==> config.mk <==
export PLATFORM = sky130hd
export DESIGN_NAME = fetch_buffered_flat
export DESIGN_NICKNAME = d
export VERILOG_FILES = /design/src/rtl/fetch_buffered_if.sv /design/src/rtl/fetch_buffered.sv /design/src/flat_wrapper.sv
export SDC_FILE = /design/constraint.sdc
export NUM_CORES = 1
export LEC_CHECK = 0
export CAP_MARGIN = 10
export CORE_ASPECT_RATIO = 0.7
export CORE_MARGIN = 3
export CORE_UTILIZATION = 40
export DETAILED_ROUTE_END_ITERATION = 7
export PLACE_DENSITY_LB_ADDON = 0.1
export SYNTH_ARGS = -nofsm -noshare
export SYNTH_HDL_FRONTEND = slang
export SYNTH_SLANG_ARGS = --single-unit
==> constraint.sdc <==
create_clock -name i_clk -period 5.4 [get_ports i_clk]
set_clock_uncertainty 0.05 [all_clocks]
set_input_delay 1.62 -clock i_clk [delete_from_list [all_inputs] [get_ports i_clk]]
set_output_delay 1.62 -clock i_clk [all_outputs]
set_load 0.02 [all_outputs]
==> src/rtl/fetch_buffered_if.sv <==
// Fetch-stage bus bundle: writeback redirect, decode handshake and
// instruction-memory request/response channel.
// master = fetch stage, slave = surrounding pipeline and memory.
interface fetch_buffered_if #(
    parameter int unsigned XLEN = 32
);
    logic            i_PCSrc_W;
    logic [XLEN-1:0] i_Result_W;
    logic            i_Stall_D;
    logic            o_imem_req;
    logic [XLEN-1:0] o_imem_addr;
    logic            i_imem_ready;
    logic            i_imem_rvalid;
    logic [XLEN-1:0] i_imem_rdata;
    logic            o_Valid_F;
    logic [XLEN-1:0] o_Instruction_F;
    logic [XLEN-1:0] o_PC_F;
    logic [XLEN-1:0] o_PCPlus8_F;

    modport master (
        input  i_PCSrc_W, i_Result_W, i_Stall_D,
        input  i_imem_ready, i_imem_rvalid, i_imem_rdata,
        output o_imem_req, o_imem_addr,
        output o_Valid_F, o_Instruction_F, o_PC_F, o_PCPlus8_F
    );

    modport slave (
        output i_PCSrc_W, i_Result_W, i_Stall_D,
        output i_imem_ready, i_imem_rvalid, i_imem_rdata,
        input  o_imem_req, o_imem_addr,
        input  o_Valid_F, o_Instruction_F, o_PC_F, o_PCPlus8_F
    );
endinterface

==> src/rtl/fetch_buffered.sv <==
// Instruction fetch with a DEPTH-entry prefetch queue in front of decode.
// Requests issue in order; responses land in the queue tagged with their PC.
// A redirect empties the queue and squashes every response still in flight.
// Optional FETCH_PERF_EN adds saturating delivered/redirect counters.
module fetch_buffered #(
    parameter int unsigned     XLEN     = 32,
    parameter int unsigned     DEPTH    = 4,
    parameter logic [XLEN-1:0] RESET_PC = '0,
    parameter int unsigned     PC_STEP  = 4
) (
    input  logic               i_clk,
    input  logic               i_reset,
    fetch_buffered_if.master   bus
`ifdef FETCH_PERF_EN
    ,
    output logic [31:0]        o_FetchCount,
    output logic [15:0]        o_FlushCount
`endif
);
    localparam int unsigned AW   = (DEPTH > 1) ? $clog2(DEPTH) : 1;
    localparam int unsigned CNTW = AW + 1;
    localparam int unsigned OW   = AW + 2;

    logic [XLEN-1:0] pc_q, pc_d;
    logic [XLEN-1:0] resp_pc_q, resp_pc_d;
    logic [XLEN-1:0] instr_mem_q [DEPTH];
    logic [XLEN-1:0] pc_mem_q    [DEPTH];
    logic [AW-1:0]   rd_ptr_q, rd_ptr_d;
    logic [AW-1:0]   wr_ptr_q, wr_ptr_d;
    logic [CNTW-1:0] count_q, count_d;
    logic [OW-1:0]   out_q, out_d;
    logic [OW-1:0]   sq_q, sq_d;
    logic [OW-1:0]   live_c, occ_c;
    logic [XLEN-1:0] head_pc_c;
    logic            req_c, accept_c, drop_c, push_c, pop_c, valid_c;

    // Issue only when every live response is guaranteed a queue slot
    assign live_c   = out_q - sq_q;
    assign occ_c    = OW'(count_q) + live_c;
    assign req_c    = !i_reset && !bus.i_PCSrc_W && (occ_c < OW'(DEPTH));
    assign accept_c = req_c && bus.i_imem_ready;
    assign drop_c   = (sq_q != '0);
    assign push_c   = bus.i_imem_rvalid && !drop_c && !bus.i_PCSrc_W && !i_reset;
    assign valid_c  = (count_q != '0) && !bus.i_PCSrc_W;
    assign pop_c    = valid_c && !bus.i_Stall_D;
    assign head_pc_c = pc_mem_q[rd_ptr_q];

    assign bus.o_imem_req      = req_c;
    assign bus.o_imem_addr     = pc_q;
    assign bus.o_Valid_F       = valid_c;
    assign bus.o_Instruction_F = instr_mem_q[rd_ptr_q];
    assign bus.o_PC_F          = head_pc_c;
    assign bus.o_PCPlus8_F     = head_pc_c + XLEN'(8);

    // Next-state: net deltas for accept/response/dequeue, redirect overrides
    always_comb begin
        pc_d      = pc_q;
        resp_pc_d = resp_pc_q;
        rd_ptr_d  = rd_ptr_q;
        wr_ptr_d  = wr_ptr_q;
        count_d   = count_q;
        sq_d      = sq_q;
        out_d     = out_q + OW'(accept_c) - OW'(bus.i_imem_rvalid);
        if (bus.i_PCSrc_W) begin
            pc_d      = bus.i_Result_W;
            resp_pc_d = bus.i_Result_W;
            rd_ptr_d  = '0;
            wr_ptr_d  = '0;
            count_d   = '0;
            sq_d      = out_d;
        end else begin
            if (accept_c) begin
                pc_d = pc_q + XLEN'(PC_STEP);
            end
            if (bus.i_imem_rvalid && drop_c) begin
                sq_d = sq_q - OW'(1);
            end
            // Live responses come back in order, so their PC is implied
            if (push_c) begin
                wr_ptr_d  = wr_ptr_q + AW'(1);
                resp_pc_d = resp_pc_q + XLEN'(PC_STEP);
            end
            if (pop_c) begin
                rd_ptr_d = rd_ptr_q + AW'(1);
            end
            count_d = count_q + CNTW'(push_c) - CNTW'(pop_c);
        end
    end

    // Control state register
    always_ff @(posedge i_clk) begin
        if (i_reset) begin
            pc_q      <= RESET_PC;
            resp_pc_q <= RESET_PC;
            rd_ptr_q  <= '0;
            wr_ptr_q  <= '0;
            count_q   <= '0;
            out_q     <= '0;
            sq_q      <= '0;
        end else begin
            pc_q      <= pc_d;
            resp_pc_q <= resp_pc_d;
            rd_ptr_q  <= rd_ptr_d;
            wr_ptr_q  <= wr_ptr_d;
            count_q   <= count_d;
            out_q     <= out_d;
            sq_q      <= sq_d;
        end
    end

    // Queue storage: instruction and its PC written at the tail
    always_ff @(posedge i_clk) begin
        if (push_c) begin
            instr_mem_q[wr_ptr_q] <= bus.i_imem_rdata;
            pc_mem_q[wr_ptr_q]    <= resp_pc_q;
        end
    end

`ifdef FETCH_PERF_EN
    logic [31:0] fetch_cnt_q;
    logic [15:0] flush_cnt_q;

    // Saturating counts of instructions handed to decode and redirects taken
    always_ff @(posedge i_clk) begin
        if (i_reset) begin
            fetch_cnt_q <= '0;
            flush_cnt_q <= '0;
        end else begin
            if (pop_c && (fetch_cnt_q != '1)) begin
                fetch_cnt_q <= fetch_cnt_q + 32'(1);
            end
            if (bus.i_PCSrc_W && (flush_cnt_q != '1)) begin
                flush_cnt_q <= flush_cnt_q + 16'(1);
            end
        end
    end

    assign o_FetchCount = fetch_cnt_q;
    assign o_FlushCount = flush_cnt_q;
`endif
endmodule

==> src/flat_wrapper.sv <==
// flat-port wrapper written by rule: the top's interface ports become plain ports
module fetch_buffered_flat 
#(
    parameter int unsigned     XLEN     = 32,
    parameter int unsigned     DEPTH    = 4,
    parameter logic [XLEN-1:0] RESET_PC = '0,
    parameter int unsigned     PC_STEP  = 4
)
  (i_clk, i_reset, bus_i_PCSrc_W, bus_i_Result_W, bus_i_Stall_D, bus_i_imem_ready, bus_i_imem_rvalid, bus_i_imem_rdata, bus_o_imem_req, bus_o_imem_addr, bus_o_Valid_F, bus_o_Instruction_F, bus_o_PC_F, bus_o_PCPlus8_F);
  fetch_buffered_if #(.XLEN(XLEN)) bus_i ();
  input  logic i_clk;
  input  logic i_reset;
  input wire logic [$bits(bus_i.i_PCSrc_W)-1:0] bus_i_PCSrc_W;
  input wire logic [$bits(bus_i.i_Result_W)-1:0] bus_i_Result_W;
  input wire logic [$bits(bus_i.i_Stall_D)-1:0] bus_i_Stall_D;
  input wire logic [$bits(bus_i.i_imem_ready)-1:0] bus_i_imem_ready;
  input wire logic [$bits(bus_i.i_imem_rvalid)-1:0] bus_i_imem_rvalid;
  input wire logic [$bits(bus_i.i_imem_rdata)-1:0] bus_i_imem_rdata;
  output wire logic [$bits(bus_i.o_imem_req)-1:0] bus_o_imem_req;
  output wire logic [$bits(bus_i.o_imem_addr)-1:0] bus_o_imem_addr;
  output wire logic [$bits(bus_i.o_Valid_F)-1:0] bus_o_Valid_F;
  output wire logic [$bits(bus_i.o_Instruction_F)-1:0] bus_o_Instruction_F;
  output wire logic [$bits(bus_i.o_PC_F)-1:0] bus_o_PC_F;
  output wire logic [$bits(bus_i.o_PCPlus8_F)-1:0] bus_o_PCPlus8_F;
  assign bus_i.i_PCSrc_W = bus_i_PCSrc_W;
  assign bus_i.i_Result_W = bus_i_Result_W;
  assign bus_i.i_Stall_D = bus_i_Stall_D;
  assign bus_i.i_imem_ready = bus_i_imem_ready;
  assign bus_i.i_imem_rvalid = bus_i_imem_rvalid;
  assign bus_i.i_imem_rdata = bus_i_imem_rdata;
  assign bus_o_imem_req = bus_i.o_imem_req;
  assign bus_o_imem_addr = bus_i.o_imem_addr;
  assign bus_o_Valid_F = bus_i.o_Valid_F;
  assign bus_o_Instruction_F = bus_i.o_Instruction_F;
  assign bus_o_PC_F = bus_i.o_PC_F;
  assign bus_o_PCPlus8_F = bus_i.o_PCPlus8_F;
  fetch_buffered #(.XLEN(XLEN), .DEPTH(DEPTH), .RESET_PC(RESET_PC), .PC_STEP(PC_STEP)) u_core (.i_clk(i_clk), .i_reset(i_reset), .bus(bus_i));
endmodule
==> run_results.csv <==
group,metric,value,unit
sta,slew_violations,0,
synthesis,yosysMostFrequentCell,"edfxtp_1",
pwr,switchingPower,0.00157,W
clock_network,cts_buffer_depth,3,
finish,syn_to_final_growth,26.0,%
sta,fin_ws,213,ps
worst_setup_path,rrSetupSlack,1780,ps
worst_setup_path,slowest_delay,650,ps
pwr,combPwrFrac,0.141,
sta,tns,0,ps
worst_setup_path,r2r_start,"u_core.out_q[1]",
global_route,grt_antenna_before_repair,0,
worst_setup_path,cp-start-kind,"flip-flop",
synthesis,ys_seq_area_frac,0.649,
global_route,grt_max_degree,65,
synthesis,synth_area,0.0144,sq mm
global_route,grtUsageTotal,0.186,
synthesis,syn-num-nets,1039,
sta,max_freq,193,MHz
worst_setup_path,critPathCaptureType,"output pin",
route,wire_per_inst,21.2,um
min_path,min_to,"u_core.bus.o_imem_addr[0]",
global_route,grt_pass1_wl,53700,um
route,drt-initial-drc-count,582,
placement,port_buffers,199,
route,route.detailed.drc,0,
clock_network,cts_root_buf,"clkbuf_16",
clock_network,cts.sinks,337,
sta,slew-limit-headroom,0.434,
synthesis,synth_edf_count,256,
sta,hold_viol,0,
synthesis,yosys-top-cells-count,"edfxtp_1, dfxtp_1, xnor2_1",
worst_setup_path,worst_r2r_endpoint,"u_core.sq_q[2]",
synthesis,syn_inst,948,
placement,post-place-ws,430,ps
sta,fin_crit,5190,ps
synthesis,synth_top_cell_area_share,0.536,
worst_setup_path,critPathMaxFanout,14,
floorplan,ios,200,
placement,gp_congestion,0.774,
sta,whs,408,ps
min_path,hold_path.class,"flip-flop to flip-flop",
route,wl,35200,um
worst_setup_path,critPathRequiredTime,3730,ps
worst_setup_path,crit_buf_inv,2,
floorplan,die_h,164,um
worst_setup_path,arrival,3520,ps
sta,worstMarginPinSlew,848,ps
route,postRouteAntennaNets,0,
synthesis,synth_warnings,0,
outcome,status,"finished clean",
pwr,switching_share,0.250,
synthesis,synthDistinctLibCells,62,
placement,dpl.cell_count,1597,
global_route,overflow,0,
finish,drive_gt1_frac,0.124,
finish,nNetsFinal,1254,
clock_network,cts.clk_slew.worst_paths,60,ps
finish,antenna_cells,0,
placement,dp_hpwl,24000,um
clock_network,cts_max_level,2,
pwr,leakagePower,5.96,nW
pwr,power_frac_seq,0.477,
worst_setup_path,critPathKind,"flip-flop to output pin",
clock_network,cts_tree,"done",
route,num_vias,8583,
sta,setup_violations,0,
synthesis,yosysTopAreaCell,"edfxtp_1",
worst_setup_path,reg2reg_depth,16,
synthesis,ys_ff_latch,337,
sta,grt_setup_unrepaired,"false",
min_path,min_from,"u_core.bus.o_imem_addr[0]",
synthesis,async_reset_ff_frac,0,
sta,fin_crit_sh,0.961,
worst_setup_path,crit_slowest_cell,"mux4_1",
finish,fin_util,0.516,
worst_setup_path,worstPathCellList,"buf_6 -> mux4_1 -> and4_1 -> and4_2 -> nor2b_1 -> and3_1 -> xor2_1 -> clkdlybuf4s50_1",
floorplan,start_util,0.410,
job,maxCapViolations,0,
route,drtPass1Iterations,5,
clock_network,hold_buffers,0,
pwr,ir_worst_vdd,222,uV
worst_setup_path,cp_top_family,"simple AND/OR/NAND/NOR gates",
floorplan,num_rows,57,
floorplan,core,0.0350,sq mm
min_path,whs_path_depth,2,
pwr,powerDensity,347,mW/mm^2
floorplan,dieArea,0.0382,sq mm
route,vias_per_cell,5.16,
synthesis,postSynthAreaPerCell,15.1,sq um
global_route,grt_pass1_vias,8514,
synthesis,synth_top_flop_cell,"edfxtp_1",
pwr,intPower,0.00470,W
pwr,p_clk_frac,0.381,
synthesis,yosys-top-cells-area,"edfxtp_1, dfxtp_1, mux4_2, xnor2_1, mux4_1",
floorplan,die_w,232,um
clock_network,cts_made_buffers,35,
clock_network,clock_latency,530,ps
finish,fin_cells,1662,
timing repair:
action,4_1_cts,5_1_grt
resized for setup,3,3
setup buffers,1,0
hold endpoints to repair,0,0
setup endpoints to repair,3,1
stage by stage:
step,total power (W),cell area [sq um]
after floorplan,0.00356,14400
after global placement,0.00393,16900
after detailed placement,0.00394,16900
after CTS,0.00635,18100
after global routing,0.00655,18100
final,0.00627,18100
power groups by stage:
| stage | combinational [W] | clock (W) | sequential, W |
|---|---|---|---|
| global route | 0.000974 | 0.00257 | 0.00301 |
| floorplan | 0.000526 | 0 | 0.00303 |
| CTS | 0.000895 | 0.00246 | 0.00299 |
| detailed placement | 0.000890 | 0 | 0.00305 |
| global placement | 0.000883 | 0 | 0.00305 |
| finish | 0.000886 | 0.00239 | 0.00299 |
worst max path at each step:
stage	to	slack, ps	cells after the start
global route	bus_o_PCPlus8_F[25]	40	8
finish	bus_o_PCPlus8_F[25]	210	8
floorplan	bus_o_PCPlus8_F[25]	960	9
detailed placement	bus_o_PCPlus8_F[31]	430	9
CTS	bus_o_PCPlus8_F[31]	80	9
global placement	bus_o_PCPlus8_F[31]	430	9
metal layers:
layer  GRT usage  routed length, um  up-vias
met4      0.0416                552        0
met2       0.270              15300      193
met1       0.289              17700     4303
met3      0.0347               1660       41
li1            -                  -     4046
met5           0                  0        -
layout make-up:
cell class                      count  area, sq um
Multi-Input combinational cell    517         4610
Timing Repair Buffer              222         2230
Fill cell                        2985        16900
Inverter                           50          188
Tap cell                          472          591
Clock buffer                       52         1020
Clock inverter                     12          124
Sequential cell                   337         9320
sequential cells by signal (all words and copies together), names as in the netlist, named ones only:
signal                  cells
u_core.pc_mem_q           128
u_core.out_q                4
u_core.wr_ptr_q             2
u_core.bus.o_imem_addr     32
u_core.rd_ptr_q             2
u_core.sq_q                 4
u_core.resp_pc_q           32
u_core.instr_mem_q        128
u_core.count_q              3
kinds of logic after synthesis:
logic type	Yosys count	share of synthesized area
DFF	337	0.649
and+or+nand+nor	233	0.0866
AOI/OAI and AO/OA	106	0.0489
buffers and inverters	94	0.0316
xor gates and xnor gates	84	0.0522
muxes	73	0.112
adders and majority gates	21	0.0204
layout by cell type (no fill, tap or decap), types with 5 or more instances in the layout:
master / n
edfxtp_1: 256
clkdlybuf4s50_1: 196
dfxtp_1: 79
xnor2_1: 64
nand2_1: 56
inv_1: 49
mux4_2: 43
a21oi_1: 41
nor2_1: 40
clkbuf_16: 36
nor3_1: 28
nand3_1: 24
a21boi_0: 24
mux4_1: 19
xor2_1: 19
nand4_1: 18
ha_1: 17
buf_4: 16
a211oi_1: 14
and2_1: 10
and3_1: 10
clkbuf_1: 10
and4_1: 9
o21a_1: 8
nor4_1: 7
mux2_2: 6
clkbuf_8: 6
buf_12: 5
worst min-delay path, cell delays in order, from the launching register on:
cell	delay (ps)
dfxtp_1	310
nand2_1	50
a21oi_1	50
No activity file was read; power rests on OpenSTA's default activity.
==> edit: new RTL, same settings <==
`XLEN` is set to 32 in 3 places; all go to 48.
--- a/src/rtl/fetch_buffered_if.sv
+++ b/src/rtl/fetch_buffered_if.sv
@@ -2,7 +2,7 @@
 // instruction-memory request/response channel.
 // master = fetch stage, slave = surrounding pipeline and memory.
 interface fetch_buffered_if #(
-    parameter int unsigned XLEN = 32
+    parameter int unsigned XLEN = 48
 );
     logic            i_PCSrc_W;
     logic [XLEN-1:0] i_Result_W;
--- a/src/rtl/fetch_buffered.sv
+++ b/src/rtl/fetch_buffered.sv
@@ -3,7 +3,7 @@
 // A redirect empties the queue and squashes every response still in flight.
 // Optional FETCH_PERF_EN adds saturating delivered/redirect counters.
 module fetch_buffered #(
-    parameter int unsigned     XLEN     = 32,
+    parameter int unsigned     XLEN     = 48,
     parameter int unsigned     DEPTH    = 4,
     parameter logic [XLEN-1:0] RESET_PC = '0,
     parameter int unsigned     PC_STEP  = 4
--- a/src/flat_wrapper.sv
+++ b/src/flat_wrapper.sv
@@ -1,7 +1,7 @@
 // flat-port wrapper written by rule: the top's interface ports become plain ports
 module fetch_buffered_flat 
 #(
-    parameter int unsigned     XLEN     = 32,
+    parameter int unsigned     XLEN     = 48,
     parameter int unsigned     DEPTH    = 4,
     parameter logic [XLEN-1:0] RESET_PC = '0,
     parameter int unsigned     PC_STEP  = 4
Ports: changed (6 resized); port bits go from 200 to 296. No check against the original RTL was run, so the function may have changed too.
==> edit against the unedited design <==
Sequential cell count grew 160. Worst setup slack lost 0.025 ns. Global-route usage grew 1.5 points. Clock power grew 56%. Synthesized cell count grew 54%. Wire length grew 63%. Maximum frequency shrank 0.49%. Combinational power grew 34%. Area after synthesis grew 48%. Total power grew 49%. Count of clock-buffer cells in the layout grew 2. Utilization shrank 0.061 points. Sequential power grew 46%. Design area grew 50%. Critical path type unchanged. Largest power group unchanged.
==> edit: results (changes against the unedited design) <==
Global routing
  • Initial antenna violation count: 1 (was 0)
  • Largest net degree at the start of global routing: 97 (was 65)
  • First-pass GRT wire length: 84920 um (was 53730 um)
  • GRT Total Usage: 0.2008 (was 0.1858)
  • Vias in the first global route: 13440 (was 8514)

Placed design
  • Hpwl dp: 39360 um (was 24020 um)
  • Area post-placement: 25150 um^2 (was 16910 um^2)
  • RD Place Congestion: 0.8488 (was 0.7738)
  • I/O Buffers: 295 (was 199)
  • Placed cell count: 2405 (was 1597)

Timing
  • Slew headroom: 0.3167 (was 0.4342)

Detailed routing
  • DRT Pass-1 Iters: 6 (was 5)
  • Routed vias: 13760 (was 8583)
  • Detailed Route Iter0 Violations: 1060 (was 582)
  • Post-DR vias/cell: 5.486 (was 5.164)

Yosys
  • Post-synth top cells: edfxtp_1 (384), dfxtp_1 (113), nand2_1 (110), mux4_2 (88), nor2_1 (67) (was edfxtp_1 (256), dfxtp_1 (81), xnor2_1 (64), nand2_1 (56), inv_1 (50))
  • Ranking of synthesized cells by area: edfxtp_1 (54%), dfxtp_1 (11%), mux4_2 (9.3%) (was edfxtp_1 (54%), dfxtp_1 (11%), mux4_2 (6.6%))
  • Top-area cell type share of the netlist area: 0.5415 (was 0.5356)
  • Syn_area_per_cell: 14.61 um^2 (was 15.14 um^2)
  • Synth Area in XOR/XNOR: 0.03972 (was 0.05222)
  • Synth Area in Compound Gates: 0.05476 (was 0.04891)
  • Seq/Total Area, Yosys: 0.6477 (was 0.6486)
  • Synth unique cells: 74 (was 62)
  • Post-synthesis adder-cell area fraction: 0.01375 (was 0.02040)
  • Mapped Nets: 1581 (was 1039)
  • Post-synthesis mux area share: 0.1050 (was 0.1118)
  • Post-synth EDFFs: 384 (was 256)

Finish
  • Nets: 1905 (was 1254)
  • Share of layout cells above drive strength 1: 0.1414 (was 0.1244)
  • Fill cell count: 4373 (was 2985)
  • Largest regs: u_core.instr_mem_q: 192 flops, u_core.pc_mem_q: 192 flops (was u_core.instr_mem_q: 128 flops, u_core.pc_mem_q: 128 flops)

Power
  • Max VDD drop: 0.0002288 V (was 0.0002219 V)
  • Switching part of the total power: 0.2503 (was 0.2504)
  • Leak Pwr: 8.776 nW (was 5.960 nW)

Worst setup path
  • Worst path arrival time: 3.54 ns (was 3.52 ns)
  • Delay-heaviest family, CP: buffers and inverters (was simple AND/OR/NAND/NOR gates)
  • Slowest cell on crit path: clkdlybuf4s50_1 (was mux4_1)
  • CP max stage delay: 0.62 ns (was 0.65 ns)
  • Critical path type: flip-flop to output port (unchanged)

Clock tree
  • Clock latency at the later pin of the worst-skew pair: 0.57 ns (was 0.53 ns)
  • CTS buffer count: 50 (was 35)

Run status
  • Status: finished clean (unchanged)
[edit: cell types whose count changed after synthesis, moves of 15 or more]
cell / delta
edfxtp_1: +128
nand2_1: +54
mux4_2: +46
o21ai_0: +33
dfxtp_1: +32
a31oi_1: +28
nor2_1: +27
nor3_1: +25
nand3_1: +20
nand4_1: +19
xor2_1: +16
or3_1: +15
[edit: kinds of logic after synthesis]
group,count (synthesis)
adders and majority gates,21
DFF,497
AOI/OAI and AO/OA,181
xor gates and xnor gates,95
muxes,100
and+or+nand+nor,437
buffers and inverters,127
[edit: metal layers]
| metal | vias to the layer above | GRT usage | part of all wire |
|---|---|---|---|
| li1 | 6302 | - | - |
| met1 | 6957 | 0.3099 | 0.48 |
| met2 | 437 | 0.2956 | 0.43 |
| met3 | 63 | 0.03966 | 0.066 |
| met4 | 0 | 0.04038 | 0.016 |
| met5 | - | 0 | 0 |
[edit: layout make-up]
| class | count | area (um^2) | share of cell area |
|---|---|---|---|
| flip-flops and latches | 497 | 13800 | 0.5101 |
| multi-input cells | 834 | 6988 | 0.2583 |
| repair buffers | 341 | 3405 | 0.1258 |
| clock buffers | 54 | 1308 | 0.04832 |
| well taps | 684 | 855.8 | 0.03163 |
| clock inverters | 40 | 483.0 | 0.01785 |
| inverters | 58 | 217.7 | 0.008046 |
[edit: timing repair]
| action | 4_1_cts | 5_1_grt |
|---|---|---|
| pin swaps | 2 | 1 |
| endpoints found under the setup margin | 23 | 7 |
| buffers inserted | 8 | 1 |
| resized for setup | 2 | 9 |
| hold buffers | 0 | 0 |
[edit: worst paths after layout]
kind              cells past startpoint  slack [ns]                    endpoint
setup / recovery                     10        0.19         bus_o_PCPlus8_F[31]
hold reg to reg                       2        0.42   u_core.bus.o_imem_addr[0]
hold / removal                        2        0.42   u_core.bus.o_imem_addr[0]
setup reg to reg                     11        1.94  u_core.bus.o_imem_addr[32]
[edit: power by group through the flow]
stage          Sequential [mW]  Combinational, mW  Clock [mW]
5_1_grt                   4.40               1.29        3.98
3_5_place_dp              4.46               1.18           0
6_report                  4.38               1.19        3.74
3_3_place_gp              4.46               1.18           0
4_1_cts                   4.38               1.19        3.84
2_1_floorplan             4.44              0.662           0
[edit: per-stage QoR]
stage          setup WS [ns]  power, mW    util  hold slack, ns
6_report              0.1875      9.320  0.5157          0.4239
5_1_grt             0.009228      9.663  0.5157          0.4604
4_1_cts              0.07162      9.408  0.5149          0.4254
3_5_place_dp          0.3535      5.644  0.4794          0.4133
3_3_place_gp          0.3971      5.638  0.4794          0.4027
2_1_floorplan         0.3056      5.105       -          0.4100
